File: src/rtl/qr_motion_ctrl.sv
// qr_motion_ctrl: once-per-frame bounce scheduler for NUM_SPRITES QR sprites, updated during vertical blanking.
module qr_motion_ctrl #(
  parameter int H_RES       = 640,
  parameter int V_RES       = 480,
  parameter int SPRITE_SIZE = 54,
  parameter int NUM_SPRITES = 2,
  parameter int IDW         = (NUM_SPRITES > 1) ? $clog2(NUM_SPRITES) : 1
) (
  input  logic                    clk,
  input  logic                    rst,
  input  logic                    vblank_start,
  input  logic                    cfg_valid,
  output logic                    cfg_ready,
  input  logic [IDW-1:0]          cfg_id,
  input  logic [3:0]              cfg_step_x,
  input  logic [3:0]              cfg_step_y,
  input  logic [3:0]              cfg_period,
  input  logic                    cfg_en,
  input  logic                    cfg_load_pos,
  input  logic [9:0]              cfg_x,
  input  logic [9:0]              cfg_y,
  output logic [10*NUM_SPRITES-1:0] pos_x,
  output logic [10*NUM_SPRITES-1:0] pos_y,
  output logic                    busy,
  output logic                    frame_done,
  output logic                    overrun
);
  localparam logic [9:0] XMAX = 10'(H_RES - SPRITE_SIZE);
  localparam logic [9:0] YMAX = 10'(V_RES - SPRITE_SIZE);
  typedef enum logic [1:0] {IDLE, SCAN, DONE} state_t;
  state_t state, state_n;
  logic pending, pend_n, ovr_n, done_q, accept, last;
  logic [IDW-1:0] idx;
  logic [9:0] px [NUM_SPRITES];
  logic [9:0] py [NUM_SPRITES];
  logic [3:0] sx [NUM_SPRITES];
  logic [3:0] sy [NUM_SPRITES];
  logic [3:0] per [NUM_SPRITES];
  logic [3:0] fcnt [NUM_SPRITES];
  logic       en [NUM_SPRITES];
  logic       dx [NUM_SPRITES];
  logic       dy [NUM_SPRITES];
  // returns {dir, pos}; edges clamp exactly and flip direction
  function automatic logic [10:0] mv(input logic [9:0] p, input logic d, input logic [3:0] s, input logic [9:0] mx);
    logic [10:0] sum;
    sum = {1'b0, p} + {7'd0, s};
    if (s == 4'd0) return {d, p};
    if (d) return (sum >= {1'b0, mx}) ? {1'b0, mx} : {1'b1, sum[9:0]};
    return (p <= {6'd0, s}) ? {1'b1, 10'd0} : {1'b0, p - {6'd0, s}};
  endfunction
  assign cfg_ready  = (state == IDLE);
  assign accept     = cfg_valid && cfg_ready;
  assign last       = (idx == IDW'(NUM_SPRITES - 1));
  assign frame_done = done_q;
  assign busy       = (state != IDLE) || done_q;
  always_comb begin
    state_n = state;
    pend_n  = pending;
    ovr_n   = overrun;
    if (state == IDLE) begin
      if (accept && vblank_start) begin
        pend_n = 1'b1;
        ovr_n  = overrun | pending;
      end else if (pending) begin
        state_n = SCAN;
        pend_n  = vblank_start;
      end else if (vblank_start) state_n = SCAN;
    end else begin
      if (vblank_start) begin
        pend_n = 1'b1;
        ovr_n  = overrun | pending;
      end
      state_n = (state == DONE) ? IDLE : (last ? DONE : SCAN);
    end
  end
  always_ff @(posedge clk or posedge rst) begin
    if (rst) begin
      state   <= IDLE;
      pending <= 1'b0;
      overrun <= 1'b0;
      done_q  <= 1'b0;
      idx     <= '0;
    end else begin
      state   <= state_n;
      pending <= pend_n;
      overrun <= ovr_n;
      done_q  <= (state == DONE);
      idx     <= (state == SCAN) ? idx + 1'b1 : '0;
    end
  end
  always_ff @(posedge clk or posedge rst) begin
    if (rst) begin
      for (int i = 0; i < NUM_SPRITES; i++) begin
        px[i] <= '0; py[i] <= '0; dx[i] <= 1'b1; dy[i] <= 1'b1;
        sx[i] <= 4'd1; sy[i] <= 4'd1; per[i] <= '0; fcnt[i] <= '0; en[i] <= 1'b1;
      end
    end else if (accept && int'(cfg_id) < NUM_SPRITES) begin
      sx[cfg_id]   <= cfg_step_x;
      sy[cfg_id]   <= cfg_step_y;
      per[cfg_id]  <= cfg_period;
      en[cfg_id]   <= cfg_en;
      fcnt[cfg_id] <= '0;
      if (cfg_load_pos) begin
        px[cfg_id] <= (cfg_x > XMAX) ? XMAX : cfg_x;
        py[cfg_id] <= (cfg_y > YMAX) ? YMAX : cfg_y;
        dx[cfg_id] <= 1'b1;
        dy[cfg_id] <= 1'b1;
      end
    end else if (state == SCAN && en[idx]) begin
      if (fcnt[idx] != per[idx]) fcnt[idx] <= fcnt[idx] + 4'd1;
      else begin
        fcnt[idx] <= '0;
        {dx[idx], px[idx]} <= mv(px[idx], dx[idx], sx[idx], XMAX);
        {dy[idx], py[idx]} <= mv(py[idx], dy[idx], sy[idx], YMAX);
      end
    end
  end
  always_comb begin
    pos_x = '0;
    pos_y = '0;
    for (int i = 0; i < NUM_SPRITES; i++) begin
      pos_x[10*i +: 10] = px[i];
      pos_y[10*i +: 10] = py[i];
    end
  end
endmodule
File: config.mk
export PLATFORM = sky130hd
export DESIGN_NAME = qr_motion_ctrl
export DESIGN_NICKNAME = d
export VERILOG_FILES = /design/src/rtl/qr_motion_ctrl.sv
export SDC_FILE = /design/constraint.sdc
export NUM_CORES = 1
export LEC_CHECK = 0
export BUFFER_PORTS_ARGS = -buffer_cell sky130_fd_sc_hd__buf_2
export CAP_MARGIN = 25
export CELL_PAD_IN_SITES_DETAIL_PLACEMENT = 1
export CELL_PAD_IN_SITES_GLOBAL_PLACEMENT = 2
export CORE_ASPECT_RATIO = 0.6
export CORE_MARGIN = 3
export CORE_UTILIZATION = 27
export CTS_BUF_LIST = sky130_fd_sc_hd__clkbuf_4 sky130_fd_sc_hd__clkbuf_8
export DETAILED_ROUTE_END_ITERATION = 16
export PLACE_DENSITY = 0.71
export SKIP_CTS_REPAIR_TIMING = 1
export SYNTH_ARGS = -nofsm -noshare
export SYNTH_HDL_FRONTEND = slang
export SYNTH_SLANG_ARGS = --single-unit
File: constraint.sdc
create_clock -name clk -period 9.7 [get_ports clk]
set_clock_uncertainty 0.05 [all_clocks]
set_input_delay 1.94 -clock clk [delete_from_list [all_inputs] [get_ports clk]]
set_output_delay 1.94 -clock clk [all_outputs]
set_load 0.02 [all_outputs]
Word level (Yosys, flattened, before mapping)

Cells that the tools add are included.

Bits in registers: 84
Bits in latches: 0
Bits in writable memories: 0
ROM bits: 0
Word-level logic and storage cells: 192
Memories: 0

Add/subtract/negate cells: 6
Multipliers: 0
Divide/modulo/power cells: 0
$lt $le $gt $ge: 10
Eq/ne operators: 8
Shift operators: 0
Muxes and demuxes: 121
Bitwise operators: 9
Reduce and logical (&&, ||, !) cells: 15

Operator list:

| kind                 | number |
|---|---|
| $mux 11              | 18 |
| $mux 20              | 8 |
| $mux 10              | 10 |
| $bwmux 20            | 4 |
| $mux 4               | 14 |
| $mux 1               | 37 |
| $bwmux 8             | 4 |
| $mux 2               | 14 |
| $mux 8               | 3 |
| $add 10x4->11        | 2 |
| $demux 10 s1         | 2 |
| $le 10x4->1          | 2 |
| $sub 10x4->10        | 2 |
| $and 8x8->8          | 2 |
| $not 8->8            | 2 |
| $ge 11x10->1 const B | 1 |
| $ge 11x9->1 const B  | 1 |
| $gt 10x10->1 const B | 1 |
| $gt 10x9->1 const B  | 1 |
| $demux 4 s1          | 2 |
| $logic_not 4->1      | 2 |
| $bwmux 2             | 3 |
| $ne 2x2->1 const B   | 3 |
| $reduce_bool 2->1    | 3 |
| 18 further kinds     | 28 |

Depth between registers and ports, before layout

Depth after elaboration: 22
Gate-level depth with buffers: 19

Worst setup path after synthesis

Ideal clock, no wire load.

Path type: register -> register
Start: register idx
End: register py (netlist bit pos_y[18])
Library setup time: 82 ps
Arrival time: 4,042 ps
Required time: 9,568 ps
Setup slack: 5,526 ps
Stages on the path, launching flop included: 18
Clock period less this slack: 4,174 ps
Cells stage by stage: dfrtp_1 > buf_6 > buf_8 > buf_8 > buf_2 > buf_2 > buf_2 > mux2i_1 > inv_1 > ha_1 > nor2b_1 > o21ai_0 > a2111oi_2 > mux2_2 > a311o_1 > o21ai_0 > nand2_1 > a31oi_1

Longest elaborated chain between the ends: 18
Elaborated cells between the ends (all ways): 56
Those cells by class: add/sub: 2; order compare: 4; eq/ne: 2; mux: 42; bitwise: 1; reduce/logical: 5

Ends and longest elaborated chain:

| item                                                   | RTL line      | source |
|---|---|---|
| from (decl)                                            | 33            | `logic [IDW-1:0] idx;` |
| from (signal assigned)                                 | 88            | `idx <= (state == SCAN) ? idx + 1'b1 : '0;` |
| $not 1->2 (not written as such) *                      | 109, 110, 114 |  |
| branches (longest 17 deep; another with $add 10x4->11) | n/a           |  |
| to (signal, indexed assignment)                        | 105           | `py[cfg_id] <= (cfg_y > YMAX) ? YMAX : cfg_y;` |
| to (signal, indexed assignment)                        | 114           | `{dy[idx], py[idx]} <= mv(py[idx], dy[idx], sy[idx], YMAX);` |
| to (decl)                                              | 35            | `logic [9:0] py [NUM_SPRITES];` |

Mark *: on every way between the ends. The select of a mux whose other input is x is not followed.
A chain may end at the register's enable or synchronous reset.

Final worst setup path

Start: register idx
End: register py (netlist bit pos_y[10])

Same word-level chain as after synthesis.

==> run_results.csv <==
group,metric,value,unit
yosys,synth_area_leaders,"dfrtp_1, nand2_1, mux2_2, dfstp_2, nor2_1",
yosys,syn_nets,814,
timing,fin_setup_tns,0,ns
cts,cts_htree_levels,3,
worst_setup_path,regToRegEndpoint,"pos_y[10]$_DFFE_PP0P_",
final_layout,diodes,0,
yosys,synth_cell_type_count,74,
yosys,ys_seq_elements,84,
cts,cts_tree,"yes",
floorplan,design.die.area,25100,µm²
timing,worst_pin_slew,1.01,ns
timing,fmax,212,MHz
floorplan,fp.dieW,203,µm
yosys,synth_top_family_by_area,"simple AND/OR/NAND/NOR gates",
place,gp_congestion,0.924,
worst_setup_path,required,9.91,ns
yosys,synthMuxAreaShare,0.0881,
worst_setup_path,worstPathArrival,4.93,ns
drt,num_vias,6113,
cts,cts.sinks,84,
cts,cts-buffers-inserted,9,
cts,cts_root_buffer,"clkbuf_8",
yosys,avgSynthCellArea,8.31,µm²
yosys,synthCells,754,
grt,antenna_found_initial,0,
drt,postRouteWirelength,23900,µm
place,place_ws,5.08,ns
grt,grt_overflow,0,
timing,timing.final.ws_setup,4.98,ns
cts,clk_latency,0.37,ns
timing,min_period_over_period,0.486,
timing,hold_viol,0,
pwr,p_per_area,417,nW/µm²
final_layout,final.fill_count,2716,
yosys,yosysMostFrequentCell,"nand2_1",
yosys,syn_area,6260,µm²
yosys,synth_edf_count,0,
yosys,yosysWarnings,0,
yosys,synthFlopType,"dfrtp_1",
pwr,power.leakage,0.00325,µW
cts,cts.path.max_buffers,2,
final_layout,drive_gt1_frac,0.200,
timing,slew_viol_final,0,
final_layout,multi_input_area,3880,µm²
floorplan,die_height,124,µm
yosys,ys_seq_area_frac,0.338,
timing,finalSetupViolations,0,
pwr,power_frac_comb,0.672,
timing,slew_headroom,0.305,
yosys,yosys.area.top_type,"dfrtp_1",
worst_setup_path,r2r_setup_slack,4.98,ns
pwr,swShare,0.526,
final_layout,layout.cells.non_filler,1136,
timing,rsz0062_at_grt,"no",
final_layout,nNetsFinal,883,
place,hpwl,18700,µm
floorplan,design.core.area,22400,µm²
yosys,synth_compound_area_frac,0.217,
grt,grt_pass1_wl,37300,µm
place,portBuffers,82,
drt,vias_per_cell,5.38,
worst_hold_path,holdCritPathClass,"flop to flop",
yosys,synth_xor_area_frac,0.0322,
worst_hold_path,hold_end,"sx[0]$_DFFE_PP1P_",
drt,drcViolationCount,0,
worst_setup_path,critPathLaunchType,"flop",
grt,grtUsageTotal,0.193,
floorplan,pin_count,83,
drt,post_drt_wl_per_cell,21.1,µm
drt,ant_nets,0,
pwr,p_seq_frac,0.224,
worst_setup_path,cp_max_fo,68,
yosys,netlist_top_cells_count,"nand2_1, dfrtp_1, nor2_1",
pwr,clkPwrFrac,0.104,
floorplan,start_util,0.279,
worst_hold_path,hp-start,"sx[0]$_DFFE_PP1P_",
pwr,peakVddDrop,0.000126,V
worst_setup_path,reg2reg_from,"idx$_DFF_PP0_",
worst_setup_path,crit_type,"flop to flop",
drt,drt_pass1_iterations,5,
final_layout,regArea,2120,µm²
worst_hold_path,holdPathStages,2,
worst_setup_path,rr_worst_depth,12,
yosys,synth_top_area_frac,0.296,
worst_setup_path,crit_path_end_kind,"flop",
yosys,synth-simple-area-share,0.233,
place,place_inst,1120,
pwr,p_int,1430,µW
run,cap_violations,0,
floorplan,fp-row-count,42,
pwr,p_switching,1580,µW
cts,path_clk_slew,0.09,ns
drt,drt_iter0_markers,640,
grt,grt_max_degree,69,
yosys,synthAdderAreaFrac,0.0467,
timing,fin_crit,4.72,ns
final_layout,area_growth,15.1,%
yosys,synthArstFlopShare,1.00,
grt,grt_pass1_vias,5955,
outcome,status,"finished, final reports clean",
[per-layer routing]
layer	track usage	vias to the layer above	routed length, µm
met1	0.316	3038	13100
met4	0.0203	0	132
met5	0	-	0
li1	-	2855	-
met3	0.0397	15	1630
met2	0.260	205	9040
[worst max-delay path by stage]
stage | start | to | slack, ns | cells after the start
2_1_floorplan | idx$_DFF_PP0_ | pos_y[18]$_DFFE_PP0P_ | 5.53 | 17
3_5_place_dp | idx$_DFF_PP0_ | pos_y[10]$_DFFE_PP0P_ | 5.08 | 12
5_1_grt | idx$_DFF_PP0_ | pos_y[10]$_DFFE_PP0P_ | 4.77 | 12
4_1_cts | idx$_DFF_PP0_ | pos_y[10]$_DFFE_PP0P_ | 5.06 | 12
6_report | idx$_DFF_PP0_ | pos_y[10]$_DFFE_PP0P_ | 4.98 | 12
3_3_place_gp | idx$_DFF_PP0_ | pos_y[10]$_DFFE_PP0P_ | 5.23 | 12
[power by group through the flow]
stage	Combinational [µW]	Clock, µW	Sequential (µW)
floorplan	1350	0	698
global placement	1980	0	685
detailed placement	1990	0	681
CTS	2000	320	675
global route	2230	336	697
finish	2020	312	674
[sequential cells by signal, indices dropped and copies added (netlist names)]
signal / flops
overrun: 1
pending: 1
sy: 8
dy: 2
sx: 8
pos_y: 20
dx: 2
state: 2
fcnt: 8
pos_x: 20
idx: 1
frame_done: 1
per: 8
en: 2
[per-stage QoR]
| stage | hold slack, ns | utilization | instance area (µm²) | power, µW |
|---|---|---|---|---|
| after floorplan | 0.387 | - | 6260 | 2050 |
| after global placement | 0.400 | 0.310 | 6970 | 2670 |
| after detailed placement | 0.399 | 0.310 | 6970 | 2670 |
| after CTS | 0.414 | 0.321 | 7210 | 2990 |
| after global routing | 0.439 | 0.321 | 7210 | 3260 |
| final | 0.411 | 0.321 | 7210 | 3010 |
[layout make-up]
| cell class | count | share of cell area |
|---|---|---|
| multi-input cells | 611 | 0.539 |
| flip-flops and latches | 84 | 0.294 |
| clock inverters | 6 | 0.0154 |
| well taps | 308 | 0.0535 |
| clock buffers | 10 | 0.0182 |
| repair buffers | 92 | 0.0673 |
| inverters | 25 | 0.0132 |
[worst max-delay path, cell delays in order, from the launching register on]
cell and delay (ns):
dfrtp_2 0.35, buf_4 0.71, mux2i_1 0.53, inv_1 0.16
ha_1 0.37, nor2b_1 0.09, o21ai_0 0.72, and3_1 0.31
o211ai_1 0.15, a211o_1 0.38, a31oi_1 0.38, o21ai_1 0.14
a31o_2 0.27
[cell usage in the layout (no fill, tap or decap), types with 10 or more instances in the layout]
cell	instances
a31oi_1	11
nand2_1	135
nand3_1	17
ha_1	17
buf_2	82
and3_1	15
o21ai_0	42
nand2b_1	10
inv_1	23
nor2_1	66
o21ai_1	11
mux2i_1	20
xnor2_1	16
buf_4	10
dfrtp_1	73
nor3_1	18
a21oi_1	42
mux2_2	24
dfstp_2	10
[logic make-up after synthesis]
| logic type | after synthesis |
|---|---|
| mux | 49 |
| flops | 84 |
| simple gates | 317 |
| compound gates | 201 |
| buf+inv | 59 |
| xor+xnor | 23 |
| fa+ha+maj | 21 |
Note: power is estimated with default switching activity, not from simulation.
